**src/rtl/wb_stage.sv**
```systemverilog
// Writeback stage: latches the instruction leaving MEM, commits GPR/CSR side effects,
// prioritises exceptions for the CSR file and raises the pipeline flush.
module wb_stage (
  input  logic        clk,
  input  logic        rst,
  input  logic        ms_to_ws_valid,
  output logic        ws_allowin,
  input  logic [31:0] ms_pc,
  input  logic        ms_gr_we,
  input  logic [4:0]  ms_dest,
  input  logic [31:0] ms_result,
  input  logic [31:0] ms_vaddr,
  input  logic [5:0]  ms_ex,
  input  logic        ms_ertn,
  input  logic        ms_csr_re,
  input  logic        ms_csr_we,
  input  logic [13:0] ms_csr_num,
  input  logic [31:0] ms_csr_wmask,
  input  logic [31:0] ms_csr_wvalue,
  input  logic [1:0]  ms_cnt_sel,
  input  logic [31:0] csr_rvalue,
  input  logic [63:0] count,
  input  logic [31:0] tid,
  output logic        csr_re,
  output logic        csr_we,
  output logic [13:0] csr_num,
  output logic [31:0] csr_wmask,
  output logic [31:0] csr_wvalue,
  output logic        wb_ex,
  output logic [5:0]  wb_ecode,
  output logic [8:0]  wb_esubcode,
  output logic [31:0] wb_pc,
  output logic [31:0] wb_vaddr,
  output logic        ertn_flush,
  output logic        ws_flush,
  output logic        rf_we,
  output logic [4:0]  rf_waddr,
  output logic [31:0] rf_wdata,
  output logic        ws_fwd_valid,
  output logic        ws_csr_hazard,
  output logic [31:0] debug_wb_pc,
  output logic [3:0]  debug_wb_rf_we,
  output logic [4:0]  debug_wb_rf_wnum,
  output logic [31:0] debug_wb_rf_wdata
);

  logic        ws_valid_q;
  logic [31:0] ws_pc_q;
  logic        ws_gr_we_q;
  logic [4:0]  ws_dest_q;
  logic [31:0] ws_result_q;
  logic [31:0] ws_vaddr_q;
  logic [5:0]  ws_ex_q;
  logic        ws_ertn_q;
  logic        ws_csr_re_q;
  logic        ws_csr_we_q;
  logic [13:0] ws_csr_num_q;
  logic [31:0] ws_csr_wmask_q;
  logic [31:0] ws_csr_wvalue_q;
  logic [1:0]  ws_cnt_sel_q;

  logic        ws_ready_go;
  logic        ws_valid_d;
  logic [5:0]  ecode_d;

  assign ws_ready_go = 1'b1;
  assign ws_allowin  = ~ws_valid_q | ws_ready_go;
  // An instruction offered while WB is flushing belongs to the killed path.
  assign ws_valid_d  = ms_to_ws_valid & ~ws_flush;

  always_ff @(posedge clk or posedge rst) begin
    if (rst) begin
      ws_valid_q      <= 1'b0;
      ws_pc_q         <= 32'd0;
      ws_gr_we_q      <= 1'b0;
      ws_dest_q       <= 5'd0;
      ws_result_q     <= 32'd0;
      ws_vaddr_q      <= 32'd0;
      ws_ex_q         <= 6'd0;
      ws_ertn_q       <= 1'b0;
      ws_csr_re_q     <= 1'b0;
      ws_csr_we_q     <= 1'b0;
      ws_csr_num_q    <= 14'd0;
      ws_csr_wmask_q  <= 32'd0;
      ws_csr_wvalue_q <= 32'd0;
      ws_cnt_sel_q    <= 2'd0;
    end else if (ws_allowin) begin
      ws_valid_q      <= ws_valid_d;
      ws_pc_q         <= ms_pc;
      ws_gr_we_q      <= ms_gr_we;
      ws_dest_q       <= ms_dest;
      ws_result_q     <= ms_result;
      ws_vaddr_q      <= ms_vaddr;
      ws_ex_q         <= ms_ex;
      ws_ertn_q       <= ms_ertn;
      ws_csr_re_q     <= ms_csr_re;
      ws_csr_we_q     <= ms_csr_we;
      ws_csr_num_q    <= ms_csr_num;
      ws_csr_wmask_q  <= ms_csr_wmask;
      ws_csr_wvalue_q <= ms_csr_wvalue;
      ws_cnt_sel_q    <= ms_cnt_sel;
    end
  end

  // Flag order is {int, adef, ine, sys, brk, ale}; the highest set flag wins.
  always_comb begin
    ecode_d = 6'h00;
    if (ws_valid_q) begin
      if      (ws_ex_q[5]) ecode_d = 6'h00;
      else if (ws_ex_q[4]) ecode_d = 6'h08;
      else if (ws_ex_q[3]) ecode_d = 6'h0D;
      else if (ws_ex_q[2]) ecode_d = 6'h0B;
      else if (ws_ex_q[1]) ecode_d = 6'h0C;
      else if (ws_ex_q[0]) ecode_d = 6'h09;
    end
  end

  assign wb_ex       = ws_valid_q & (|ws_ex_q);
  assign wb_ecode    = ecode_d;
  assign wb_esubcode = 9'd0;
  assign wb_pc       = ws_pc_q;
  assign wb_vaddr    = ws_vaddr_q;
  assign ertn_flush  = ws_valid_q & ws_ertn_q & ~(|ws_ex_q);
  assign ws_flush    = wb_ex | ertn_flush;

  assign csr_re     = ws_valid_q & ws_csr_re_q;
  assign csr_we     = ws_valid_q & ws_csr_we_q & ~wb_ex;
  assign csr_num    = ws_csr_num_q;
  assign csr_wmask  = ws_csr_wmask_q;
  assign csr_wvalue = ws_csr_wvalue_q;

  always_comb begin
    rf_wdata = ws_result_q;
    if (ws_csr_re_q) begin
      rf_wdata = csr_rvalue;
    end else begin
      case (ws_cnt_sel_q)
        2'b01:   rf_wdata = count[31:0];
        2'b10:   rf_wdata = count[63:32];
        2'b11:   rf_wdata = tid;
        default: rf_wdata = ws_result_q;
      endcase
    end
  end

  assign rf_we         = ws_valid_q & ws_gr_we_q & ~wb_ex;
  assign rf_waddr      = ws_dest_q;
  assign ws_fwd_valid  = ws_valid_q & rf_we;
  assign ws_csr_hazard = ws_valid_q & (ws_csr_we_q | ws_ertn_q | (|ws_ex_q));

  assign debug_wb_pc       = ws_pc_q;
  assign debug_wb_rf_we    = {4{rf_we}};
  assign debug_wb_rf_wnum  = rf_waddr;
  assign debug_wb_rf_wdata = rf_wdata;

endmodule
```
**config.mk**
```make
export PLATFORM = sky130hd
export DESIGN_NAME = wb_stage
export DESIGN_NICKNAME = d
export VERILOG_FILES = /design/src/rtl/wb_stage.sv
export SDC_FILE = /design/constraint.sdc
export NUM_CORES = 1
export LEC_CHECK = 0
export BUFFER_PORTS_ARGS = -buffer_cell sky130_fd_sc_hd__buf_2
export CAP_MARGIN = 20
export CORE_AREA = 2 2 231 233
export DETAILED_ROUTE_END_ITERATION = 8
export DIE_AREA = 0 0 233 235
export GPL_ROUTABILITY_DRIVEN = 0
export GPL_TIMING_DRIVEN = 0
export PLACE_DENSITY = 0.39
export SLEW_MARGIN = 0
export SYNTH_ARGS = -nofsm -noshare
export SYNTH_HDL_FRONTEND = slang
export SYNTH_SLANG_ARGS = --single-unit
```
**constraint.sdc**
```tcl
create_clock -name clk -period 11.3 [get_ports clk]
set_input_delay 1.13 -clock clk [delete_from_list [all_inputs] [get_ports clk]]
set_output_delay 1.13 -clock clk [all_outputs]
set_load 0.1 [all_outputs]
```
==> impl_results.rst, run 1 <==
.. list-table::
   :header-rows: 1

   * - Metric
     - Value
   * - Count of antenna-violating nets left after detailed routing
     - 0
   * - Max transition margin
     - 0.452
   * - Die width
     - approximately 230 µm
   * - Std-Cell Core Area
     - 52200 µm²
   * - Total number of clock tree sinks
     - 192
   * - Category of the worst setup path launch point
     - flip-flop
   * - Avg Vias per Cell
     - 3.33
   * - Launch point of the critical path
     - ws_csr_re_q
   * - Startpoint of the most critical hold path
     - ws_ex_q[5]
   * - Tot GR Track Use
     - 0.108
   * - Detailed-route via count
     - 6028
   * - Fill cell total of the finished layout
     - 5711
   * - Flop and latch count out of synthesis
     - 192
   * - Final setup TNS
     - 0 ps
   * - Vias in the first global route
     - 6424
   * - Commonest cells after routing, fill and taps aside
     - sky130_fd_sc_hd__buf_2 (597), sky130_fd_sc_hd__dfrtp_1 (192), sky130_fd_sc_hd__buf_4 (85)
   * - Area growth syn-to-layout
     - 65.6%
   * - Standard-cell row count
     - 84
   * - Number of port buffers
     - 585
   * - Max H-tree Level
     - 4
   * - Total instance count after detailed placement
     - 1773
   * - I/O pin count
     - around 600
   * - Buffer cell driving the clock tree root
     - sky130_fd_sc_hd__clkbuf_16
   * - Skew final
     - around 4.3 ps
   * - Count of placed standard cells in the final layout, fillers left out
     - roughly 1800
   * - Cells resized by post-CTS repair
     - 0
   * - TritonCTS clock tree
     - done
   * - Crit path capture type
     - primary output
   * - Final worst slack
     - roughly 6900 ps
   * - Number of buffers added for setup after CTS
     - 0
   * - Die Area
     - 54800 µm²
   * - Tightest Pin Transition
     - 822 ps
   * - Hold buffers post-CTS
     - 0
   * - Synthesized area divided by synthesized cell count
     - 14.1 µm²
   * - Classification of the worst-slack hold path
     - reg -> reg
   * - Final worst-path cycle share
     - 0.392
   * - Drt first pass iters
     - 4
   * - Proportion of layout cells with a drive suffix above 1
     - 0.645
   * - Most common library cell in the layout ignoring fill and taps
     - sky130_fd_sc_hd__buf_2
   * - Highest net fanout along the worst path
     - 10
   * - Final setup fails
     - 0
   * - Slack of the worst reg-to-reg path
     - 9800 ps
   * - Worst hold slack across all endpoints
     - 654 ps
   * - Skew-Pair Late Insertion Delay
     - around 480 ps
   * - Overflow left after global routing
     - 0
   * - DP HPWL
     - between 20 and 30 mm
   * - CTS max path bufs
     - 2
   * - CP Data Arrival Time
     - 3300 ps
   * - Clock transition at the registers of the reported paths
     - 80 ps
   * - Number of antenna violations at the first check in global routing
     - 16
   * - Cell area after synthesis
     - 6880 µm²
   * - Count of different cell masters after synthesis
     - 21
   * - Run status
     - complete, no violations
   * - Cell count after synthesis
     - 489
   * - Iteration-0 DRC Markers
     - between 100 and 150
   * - R2R Path Start
     - ws_ex_q[3]
   * - Num CTS Buffers
     - 17
   * - Ratio of total power to cell area
     - ~180 nW/µm²
   * - Post-route minimum period
     - 4430 ps
   * - Wire length after detailed routing
     - 30.0 mm
   * - Count of yosys warnings during synthesis
     - 0
   * - Unrepaired setup endpoints after global routing
     - no
   * - Max Fclk
     - around 0.23 GHz
   * - Critical path start-end classification
     - reg -> out
   * - Count of final hold-check violations
     - 0
   * - Initial core utilization
     - 0.132
   * - Number of violations of the max-capacitance limit
     - 0
   * - WP data required
     - 10170 ps
   * - Final cell area excluding filler cells
     - 11400 µm²
   * - Leakage power summed over all cells
     - ~6.0 nW
   * - Worst setup slack after placement
     - just over 7000 ps
   * - Height of the die
     - approximately 240 µm
   * - Number of nets in the layout
     - 1426
   * - Average wire length per cell after detail routing
     - 16.6 µm
   * - Global-route wire length before repair
     - 41.7 mm
   * - Post-DP Area
     - 10700 µm²
   * - Register area share after synthesis
     - 0.699
   * - Worst IR drop on VDD
     - 0.141 mV
   * - Max Transition Viols Final
     - 0
   * - Largest net degree at the start of global routing
     - 98
   * - Number of design rule violations left after detail routing
     - 0
[registers in the layout (all words and copies together), names as in the netlist, 2 cells and up]
name	flops
ws_result_q	32
csr_num	14
csr_wmask	32
ws_cnt_sel_q	2
csr_wvalue	32
debug_wb_rf_wnum	5
ws_ex_q	6
wb_vaddr	32
debug_wb_pc	32
[layer usage]
metal | global-route usage | wire [µm] | vias up
li1 | - | - | 2787
met1 | 0.109 | 10800 | 2851
met2 | 0.192 | 15700 | 324
met3 | 0.0490 | 2890 | 46
met4 | 0.0446 | 540 | 20
met5 | 0 | 133 | -
[final timing paths]
check / to / depth (start not counted)
setup / recovery: rf_wdata[22] / 8
setup reg to reg: ws_valid_q / 3
max in group asynchronous: ws_result_q[8] / 3
min in group asynchronous: debug_wb_pc[24] / 2
hold reg to reg: ws_valid_q / 2
hold / removal: ws_valid_q / 2
[area by class of cell]
cell class / count / area (µm²) / area share
flip-flops and latches: 192 / 4800 / 0.422
repair buffers: 586 / 2960 / 0.260
multi-input cells: 164 / 1230 / 0.108
well taps: 688 / 861 / 0.0756
plain buffers: 108 / 743 / 0.0653
clock buffers: 17 / 425 / 0.0374
clock inverters: 15 / 210 / 0.0185
inverters: 35 / 139 / 0.0122
diodes: 6 / 15.0 / 0.00132
[Yosys cell counts]
cell type	count	area share
sky130_fd_sc_hd__a211oi_1	33	0.036
sky130_fd_sc_hd__a21boi_0	1	0.0011
sky130_fd_sc_hd__a21oi_1	1	0.00073
sky130_fd_sc_hd__a221oi_1	32	0.041
sky130_fd_sc_hd__and2_1	5	0.0045
sky130_fd_sc_hd__buf_2	12	0.0087
sky130_fd_sc_hd__buf_4	85	0.093
sky130_fd_sc_hd__clkbuf_1	10	0.0055
sky130_fd_sc_hd__clkbuf_4	1	0.0011
sky130_fd_sc_hd__conb_1	2	0.0011
sky130_fd_sc_hd__dfrtp_1	192	0.70
sky130_fd_sc_hd__inv_1	35	0.019
sky130_fd_sc_hd__mux2i_1	32	0.047
sky130_fd_sc_hd__nand2b_1	1	0.00091
sky130_fd_sc_hd__nor2_1	5	0.0027
sky130_fd_sc_hd__nor2b_1	34	0.031
sky130_fd_sc_hd__nor2b_2	1	0.0013
sky130_fd_sc_hd__nor3_1	3	0.0022
sky130_fd_sc_hd__o41a_1	1	0.0016
sky130_fd_sc_hd__or2_2	2	0.0018
sky130_fd_sc_hd__or4_4	1	0.0016
[logic make-up (layout without fill, tap and decap cells)]
| kind of cell | after synthesis | count (layout) | synth area share |
|---|---|---|---|
| compound gates | 68 | 68 | 0.0803 |
| buf+inv | 143 | 761 | 0.127 |
| flops | 192 | 192 | 0.699 |
| mux | 32 | 32 | 0.0466 |
| other cells | 2 | 18 | 0.00109 |
| simple gates | 52 | 52 | 0.0460 |
[critical path: stages, from the launching register on]
cell and delay [ps]:
sky130_fd_sc_hd__dfrtp_1 320, sky130_fd_sc_hd__buf_2 190, sky130_fd_sc_hd__or2_2 130, sky130_fd_sc_hd__clkbuf_1 280, sky130_fd_sc_hd__buf_2 370, sky130_fd_sc_hd__a211oi_1 190, sky130_fd_sc_hd__a221oi_1 700, sky130_fd_sc_hd__buf_4 220
sky130_fd_sc_hd__buf_2 410
[where the power goes]
group	leakage (nW)	switching, mW	internal [mW]
sequential	2.24	0.0127	0.721
combinational	3.41	0.552	0.122
clock	0.305	0.329	0.324
total	5.95	0.894	1.17
[through the flow]
stage          power, mW  utilization
3_3_place_gp        1.43        0.205
3_5_place_dp        1.43        0.206
6_report            2.06        0.218
4_1_cts             2.11        0.218
5_1_grt             2.15        0.218
2_1_floorplan       1.28            -
No activity file was read; power rests on OpenSTA's default activity.
==> inputs of run 2 (changes only) <==
Settings changed: CORE_AREA 2 2 231 233 to 2 2 232 234, DIE_AREA 0 0 233 235 to 0 0 234 236, PLACE_DENSITY 0.39 to 0.4.
Clock period 11.3 ns to 3.9 ns, I/O delays scaled along.
==> run 2 against run 1 <==
Die area increased by 0.86%. Combinational power increased to 3.1 times the previous value. Critical path depth unchanged. Sequential share of layout area decreased by 6.4 points. Total power increased to 3.0 times the previous value. Critical path type unchanged.
==> impl_results.rst, run 2 (synthesized netlist as in run 1, its figures left out) <==
.. list-table::
   :header-rows: 1

   * - Metric
     - Value
   * - Run status
     - complete, no violations
   * - Final cell area excluding filler cells
     - ~13000 µm²
   * - Routing layer with the top usage in global route
     - met2
   * - Switching power of the nets
     - 2.61 mW
   * - CP Data Arrival Time
     - 3070 ps
   * - Area growth syn-to-layout
     - 95.3%
   * - Post-route minimum period
     - 3460 ps
   * - Highest net fanout along the worst path
     - 10
   * - Total number of clock tree sinks
     - about 190
   * - Fraction of power consumed by sequential logic
     - 0.344
   * - Most common library cell in the layout ignoring fill and taps
     - sky130_fd_sc_hd__buf_2
   * - Met2 demand-to-capacity share in global routing
     - 0.195
   * - Worst IR drop on VDD
     - 0.416 mV
   * - Worst hold slack across all endpoints
     - 39.7 ps
   * - Classification of the worst-slack hold path
     - in -> reg
   * - Final worst-path cycle share
     - 0.888
   * - DP HPWL
     - between 20 and 25 mm
   * - Iteration-0 DRC Markers
     - 151
   * - Overflow left after global routing
     - 0
   * - WP buf/inv
     - 5
   * - Count of final hold-check violations
     - 0
   * - Height of the die
     - 236 µm
   * - CTS max path bufs
     - 2
   * - WP data required
     - 3510 ps
   * - Largest net degree at the start of global routing
     - 43
   * - End point of the worst hold path
     - debug_wb_pc[17]
   * - Num CTS Buffers
     - 17
   * - Avg Vias per Cell
     - 3.35
   * - Crit path capture type
     - primary output
   * - Post-DP Area
     - about 11000 µm²
   * - Global-route wire length before repair
     - 44.0 mm
   * - Critical path start-end classification
     - reg -> out
   * - Ratio of total power to cell area
     - roughly 460 nW/µm²
   * - Most common cell on crit path
     - sky130_fd_sc_hd__buf_2
   * - Cell type of the slowest stage on the worst timing path
     - sky130_fd_sc_hd__a221oi_1
   * - CP max stage delay
     - 480 ps
   * - Number of nets in the layout
     - 1617
   * - Number of antenna violations at the first check in global routing
     - 7
   * - CP cell instances
     - buf_2 -> or2_2 -> clkbuf_1 -> buf_2 -> a211oi_1 -> a221oi_1 -> buf_4 -> buf_2
   * - Count of antenna-violating nets left after detailed routing
     - 0
   * - Met3 track utilization from global routing
     - 0.0388
   * - Worst hold path stage count
     - 1
   * - Clock transition at the registers of the reported paths
     - 80 ps
   * - Max H-tree Level
     - 4
   * - Wire length after detailed routing
     - 30.5 mm
   * - Skew-Pair Late Insertion Delay
     - 480 ps
   * - Proportion of total power due to net switching
     - 0.421
   * - Internal power
     - around 3.6 mW
   * - Vias in the first global route
     - ~7200
   * - Path depth of the worst reg2reg path
     - 3
   * - Met1 Usage GRT
     - 0.117
   * - Slack of the worst reg-to-reg path
     - 2350 ps
   * - Max Fclk
     - 0.289 GHz
   * - Comb power frac
     - 0.343
   * - Die width
     - about 230 µm
   * - Unrepaired setup endpoints after global routing
     - no
   * - Die Area
     - about 55000 µm²
   * - R2R Path Start
     - ws_ex_q[3]
   * - Proportion of layout cells with a drive suffix above 1
     - 0.564
   * - Final worst slack
     - around 440 ps
   * - Number of design rule violations left after detail routing
     - 0
   * - Max transition margin
     - 0.468
   * - Final setup fails
     - 0
   * - Cell family with most CP delay
     - buffers and inverters
   * - Max Transition Viols Final
     - 0
   * - Overall Power
     - roughly 6.2 mW
   * - Average wire length per cell after detail routing
     - 15.2 µm
   * - Skew final
     - 8.55 ps
   * - Startpoint of the most critical hold path
     - ms_pc[17]
   * - Detailed-route via count
     - 6710
   * - Tightest Pin Transition
     - 797 ps
   * - Initial core utilization
     - 0.130
   * - Standard-cell row count
     - 85
   * - Reg2reg end
     - ws_valid_q
   * - Drt first pass iters
     - 4
   * - Buffer cell driving the clock tree root
     - sky130_fd_sc_hd__clkbuf_16
   * - Leakage power summed over all cells
     - 6.79 nW
   * - Category of the worst setup path launch point
     - flip-flop
   * - Clock power share
     - 0.313
   * - Worst setup slack after placement
     - 769 ps
   * - Number of violations of the max-capacitance limit
     - 0
   * - Commonest cells after routing, fill and taps aside
     - sky130_fd_sc_hd__buf_2 (597), sky130_fd_sc_hd__dfrtp_1 (192), sky130_fd_sc_hd__dlygate4sd3_1 (187)
   * - Final setup TNS
     - 0 ps
   * - Std-Cell Core Area
     - 53100 µm²
   * - TritonCTS clock tree
     - done
   * - Tot GR Track Use
     - 0.110
   * - Number of port buffers
     - 585
   * - I/O pin count
     - 598
run 2: cell types whose count changed in the layout (fill, tap and decap cells not counted):
cell                            change
sky130_fd_sc_hd__clkinv_8           -2
sky130_fd_sc_hd__clkinv_4           -1
sky130_fd_sc_hd__diode_2            -5
sky130_fd_sc_hd__dlygate4sd3_1    +187
sky130_fd_sc_hd__inv_12             +1
sky130_fd_sc_hd__buf_12             +5
sky130_fd_sc_hd__inv_8              -1
sky130_fd_sc_hd__a221oi_1          -13
sky130_fd_sc_hd__buf_16             -1
sky130_fd_sc_hd__a221oi_2          +13
sky130_fd_sc_hd__bufinv_16          +1
sky130_fd_sc_hd__clkinv_2           -1
sky130_fd_sc_hd__inv_6              +3
run 2: layout make-up:
type / instances / area [µm²]
buffer: 108 / 743
timing repair buffer: 777 / 4900
multi-input combinational: 164 / 1320
inverter: 35 / 135
antenna: 1 / 2.50
sequential: 192 / 4800
clock inverter: 15 / 229
clock buffer: 17 / 425
fill: 5672 / 39600
tap: 696 / 871
run 2: worst max-delay path by stage:
stage,from,endpoint,cells past startpoint
final,ws_csr_re_q,rf_wdata[21],8
after CTS,ws_csr_re_q,rf_wdata[22],8
after global routing,ws_csr_re_q,rf_wdata[22],8
after detailed placement,ws_csr_re_q,rf_wdata[22],8
after global placement,rst,ws_result_q[16],2
after floorplan,ws_cnt_sel_q[1],rf_wdata[23],6
run 2: worst reg2reg max path, cell delays in order, from the launching register on:
cell and delay [ps]:
sky130_fd_sc_hd__dfrtp_1 420, sky130_fd_sc_hd__or4_4 570, sky130_fd_sc_hd__o41a_1 370, sky130_fd_sc_hd__nor2b_2 130
run 2: what timing repair did:
action | in CTS | in global routing
hold endpoints to repair | 194 | 0
setup buffers | 0 | 0
gates resized for setup | 0 | 0
hold buffers | 187 | 0
run 2: metal layers:
layer  share of wire  vias up
li1                -     3155
met3           0.081       39
met2            0.52      328
met1            0.37     3178
met5          0.0024        -
met4           0.024       10
run 2: power groups by stage:
stage | sequential [mW] | combinational, mW | clock (mW)
global route | 2.14 | 2.20 | 2.11
finish | 2.13 | 2.12 | 1.94
global placement | 2.17 | 1.97 | 0
CTS | 2.13 | 2.14 | 2.04
detailed placement | 2.17 | 1.98 | 0
floorplan | 2.74 | 0.979 | 0
run 2: metrics by stage:
step | std cells | utilization
finish | 2005 | 0.253
global route | 2005 | 0.253
CTS | 2004 | 0.253
detailed placement | 1785 | 0.205
global placement | 1780 | 0.203
floorplan | 499 | -
==> inputs of run 3 (changes only) <==
Settings changed: CTS_CLUSTER_DIAMETER set to 120, PLACE_DENSITY 0.4 to 0.39.
Clock period 3.9 ns to 3.7 ns, I/O delays scaled along.
==> run 3 against run 2 <==
Via count is 1.0% lower. Worst hold slack improved by 84 ps. Clock-buffer cell count increased by 2. Sequential power grew 5%. Non-clock buffer count increased by 5. Clock skew fell by 5.4 ps. Total power grew 2.7%. Global-route usage hardly changed. Register-to-register slack got worse by 180 ps. Combinational power increased by 6%. Utilization about the same. Die area unchanged. Critical endpoint is now rf_wdata[25]. Largest cell class unchanged. Largest power group is now combinational cells.
==> impl_results.rst, run 3 (synthesized netlist as in run 1, its figures left out) <==
.. list-table::
   :header-rows: 1

   * - Metric
     - Value
   * - Run status
     - complete, no violations
   * - Height of the die
     - 236 µm
   * - Global-route wire length before repair
     - 44.2 mm
   * - Final setup fails
     - 0
   * - Number of port buffers
     - between 500 and 600
   * - Clock transition at the registers of the reported paths
     - 80 ps
   * - Fill cell total of the finished layout
     - 5668
   * - Wire length after detailed routing
     - roughly 30 mm
   * - Std-Cell Core Area
     - 53100 µm²
   * - Final setup TNS
     - 0 ps
   * - Most common library cell in the layout ignoring fill and taps
     - sky130_fd_sc_hd__buf_2
   * - Count of antenna-violating nets left after detailed routing
     - 0
   * - Max Transition Viols Final
     - 0
   * - R2R Path Start
     - ws_ex_q[3]
   * - Detailed-route via count
     - ~6600
   * - Vias in the first global route
     - 7265
   * - Worst hold slack across all endpoints
     - 123 ps
   * - Critical path start-end classification
     - reg -> out
   * - Area of the multi-input gates
     - around 1300 µm²
   * - Startpoint of the most critical hold path
     - ms_to_ws_valid
   * - CTS max path bufs
     - 2
   * - Count of final hold-check violations
     - 0
   * - Number of nets in the layout
     - between 1500 and 2000
   * - Overall Power
     - 6.36 mW
   * - Overflow left after global routing
     - 0
   * - CP Data Arrival Time
     - 3010 ps
   * - Standard-cell row count
     - between 80 and 90
   * - Drt first pass iters
     - 4
   * - TritonCTS clock tree
     - done
   * - Avg Vias per Cell
     - 3.30
   * - Cells resized by post-CTS repair
     - 0
   * - Path depth of the worst reg2reg path
     - 3
   * - Number of design rule violations left after detail routing
     - 0
   * - I/O pin count
     - 598
   * - Initial core utilization
     - 0.130
   * - Skew-Pair Late Insertion Delay
     - 480 ps
   * - Ratio of total power to cell area
     - roughly 470 nW/µm²
   * - Comb power frac
     - 0.353
   * - End point of the worst hold path
     - ws_valid_q
   * - Skew final
     - ~3.1 ps
   * - Post-route minimum period
     - 3380 ps
   * - Category of the worst setup path launch point
     - flip-flop
   * - Worst hold path stage count
     - 2
   * - Tightest Pin Transition
     - 770 ps
   * - Leakage power summed over all cells
     - 6.79 nW
   * - DP HPWL
     - roughly 24 mm
   * - Clock power share
     - 0.294
   * - Number of violations of the max-capacitance limit
     - 0
   * - Area growth syn-to-layout
     - 95.2%
   * - Largest net degree at the start of global routing
     - 42
   * - Number of antenna violations at the first check in global routing
     - 4
   * - Slack of the worst reg-to-reg path
     - between 2000 and 2500 ps
   * - Num CTS Buffers
     - 17
   * - Buffer cell driving the clock tree root
     - sky130_fd_sc_hd__clkbuf_16
   * - WP data required
     - ~3300 ps
   * - Final worst-path cycle share
     - 0.914
   * - Max H-tree Level
     - 4
   * - Switching power of the nets
     - 2.70 mW
   * - Die width
     - around 230 µm
   * - Total number of clock tree sinks
     - 192
   * - Unrepaired setup endpoints after global routing
     - no
   * - Number of buffers added for setup after CTS
     - 0
   * - Classification of the worst-slack hold path
     - in -> reg
   * - Iteration-0 DRC Markers
     - 115
   * - Worst IR drop on VDD
     - 0.344 mV
   * - Average wire length per cell after detail routing
     - 15.2 µm
   * - Internal power
     - 3.66 mW
   * - Highest net fanout along the worst path
     - 10
   * - Proportion of layout cells with a drive suffix above 1
     - 0.562
   * - Proportion of total power due to net switching
     - 0.425
   * - Area of all sequential standard cells
     - 4800 µm²
   * - Fraction of power consumed by sequential logic
     - 0.353
   * - Max Fclk
     - 0.296 GHz
   * - Die Area
     - 55200 µm²
   * - Tot GR Track Use
     - 0.110
   * - Crit path capture type
     - primary output
   * - Reg2reg end
     - ws_valid_q
   * - Max transition margin
     - 0.487
   * - Commonest cells after routing, fill and taps aside
     - sky130_fd_sc_hd__buf_2 (597), sky130_fd_sc_hd__dfrtp_1 (192), sky130_fd_sc_hd__dlygate4sd3_1 (192)
==> run 3: cell count changes in the layout (fill, tap and decap cells not counted), sizes merged <==
cell         change
bufinv           -2
inv              -4
clkinv           +3
dlygate4sd3      +5
clkbuf           +2
clkinvlp         +1
==> run 3: stage by stage <==
stage	worst slack (ps)	util	cell area, µm²	cells
6_report	318	0.253	13400	2010
5_1_grt	113	0.253	13400	2009
4_1_cts	190	0.253	13400	2009
3_5_place_dp	749	0.205	10900	1785
3_3_place_gp	-570	0.203	10800	1780
2_1_floorplan	-570	-	7000	499
==> run 3: worst max path at each step <==
stage | start | end | cells past startpoint
5_1_grt | ws_csr_re_q | rf_wdata[25] | 8
4_1_cts | ws_csr_re_q | rf_wdata[20] | 8
3_3_place_gp | rst | ws_result_q[3] | 2
6_report | ws_csr_re_q | rf_wdata[25] | 8
3_5_place_dp | ws_csr_re_q | rf_wdata[20] | 8
2_1_floorplan | ws_cnt_sel_q[1] | rf_wdata[23] | 6
==> run 3: critical path, cell delays in order, from the launching register on <==
cell                       delay (ps)
sky130_fd_sc_hd__dfrtp_1          320
sky130_fd_sc_hd__buf_2            190
sky130_fd_sc_hd__or2_2            130
sky130_fd_sc_hd__clkbuf_1         380
sky130_fd_sc_hd__buf_2            370
sky130_fd_sc_hd__a211oi_1          90
sky130_fd_sc_hd__a221oi_1         410
sky130_fd_sc_hd__buf_4            190
sky130_fd_sc_hd__buf_2            450
==> run 3: power groups by stage <==
stage	clock (mW)	combinational, mW	sequential (mW)
6_report	1.87	2.25	2.24
5_1_grt	2.05	2.33	2.25
4_1_cts	1.98	2.26	2.24
3_5_place_dp	0	2.10	2.28
3_3_place_gp	0	2.08	2.28
2_1_floorplan	0	1.03	2.89
==> run 3: per-layer routing <==
layer  part of all wire  GRT usage  vias to the layer above  routed length (µm)
met1               0.39      0.121                     3133               11800
met2               0.51      0.192                      308               15600
met5             0.0012          0                        -                  37
met4              0.021     0.0458                        6                 652
met3              0.078     0.0366                       34                2370
li1                   -          -                     3162                   -
==> run 3: timing repair <==
item | CTS | global route
setup endpoints to repair | 0 | 0
hold buffers | 192 | 0
hold endpoints to repair | 230 | 0
==> run 3: final cells by class <==
type                            instances  share of cell area
Timing Repair Buffer                  782               0.369
Clock buffer                           19              0.0338
Antenna cell                            1            0.000186
Clock inverter                         13              0.0107
Tap cell                              696              0.0649
Sequential cell                       192               0.358
Multi-Input combinational cell        164              0.0980
Buffer                                108              0.0554
Inverter                               35              0.0101
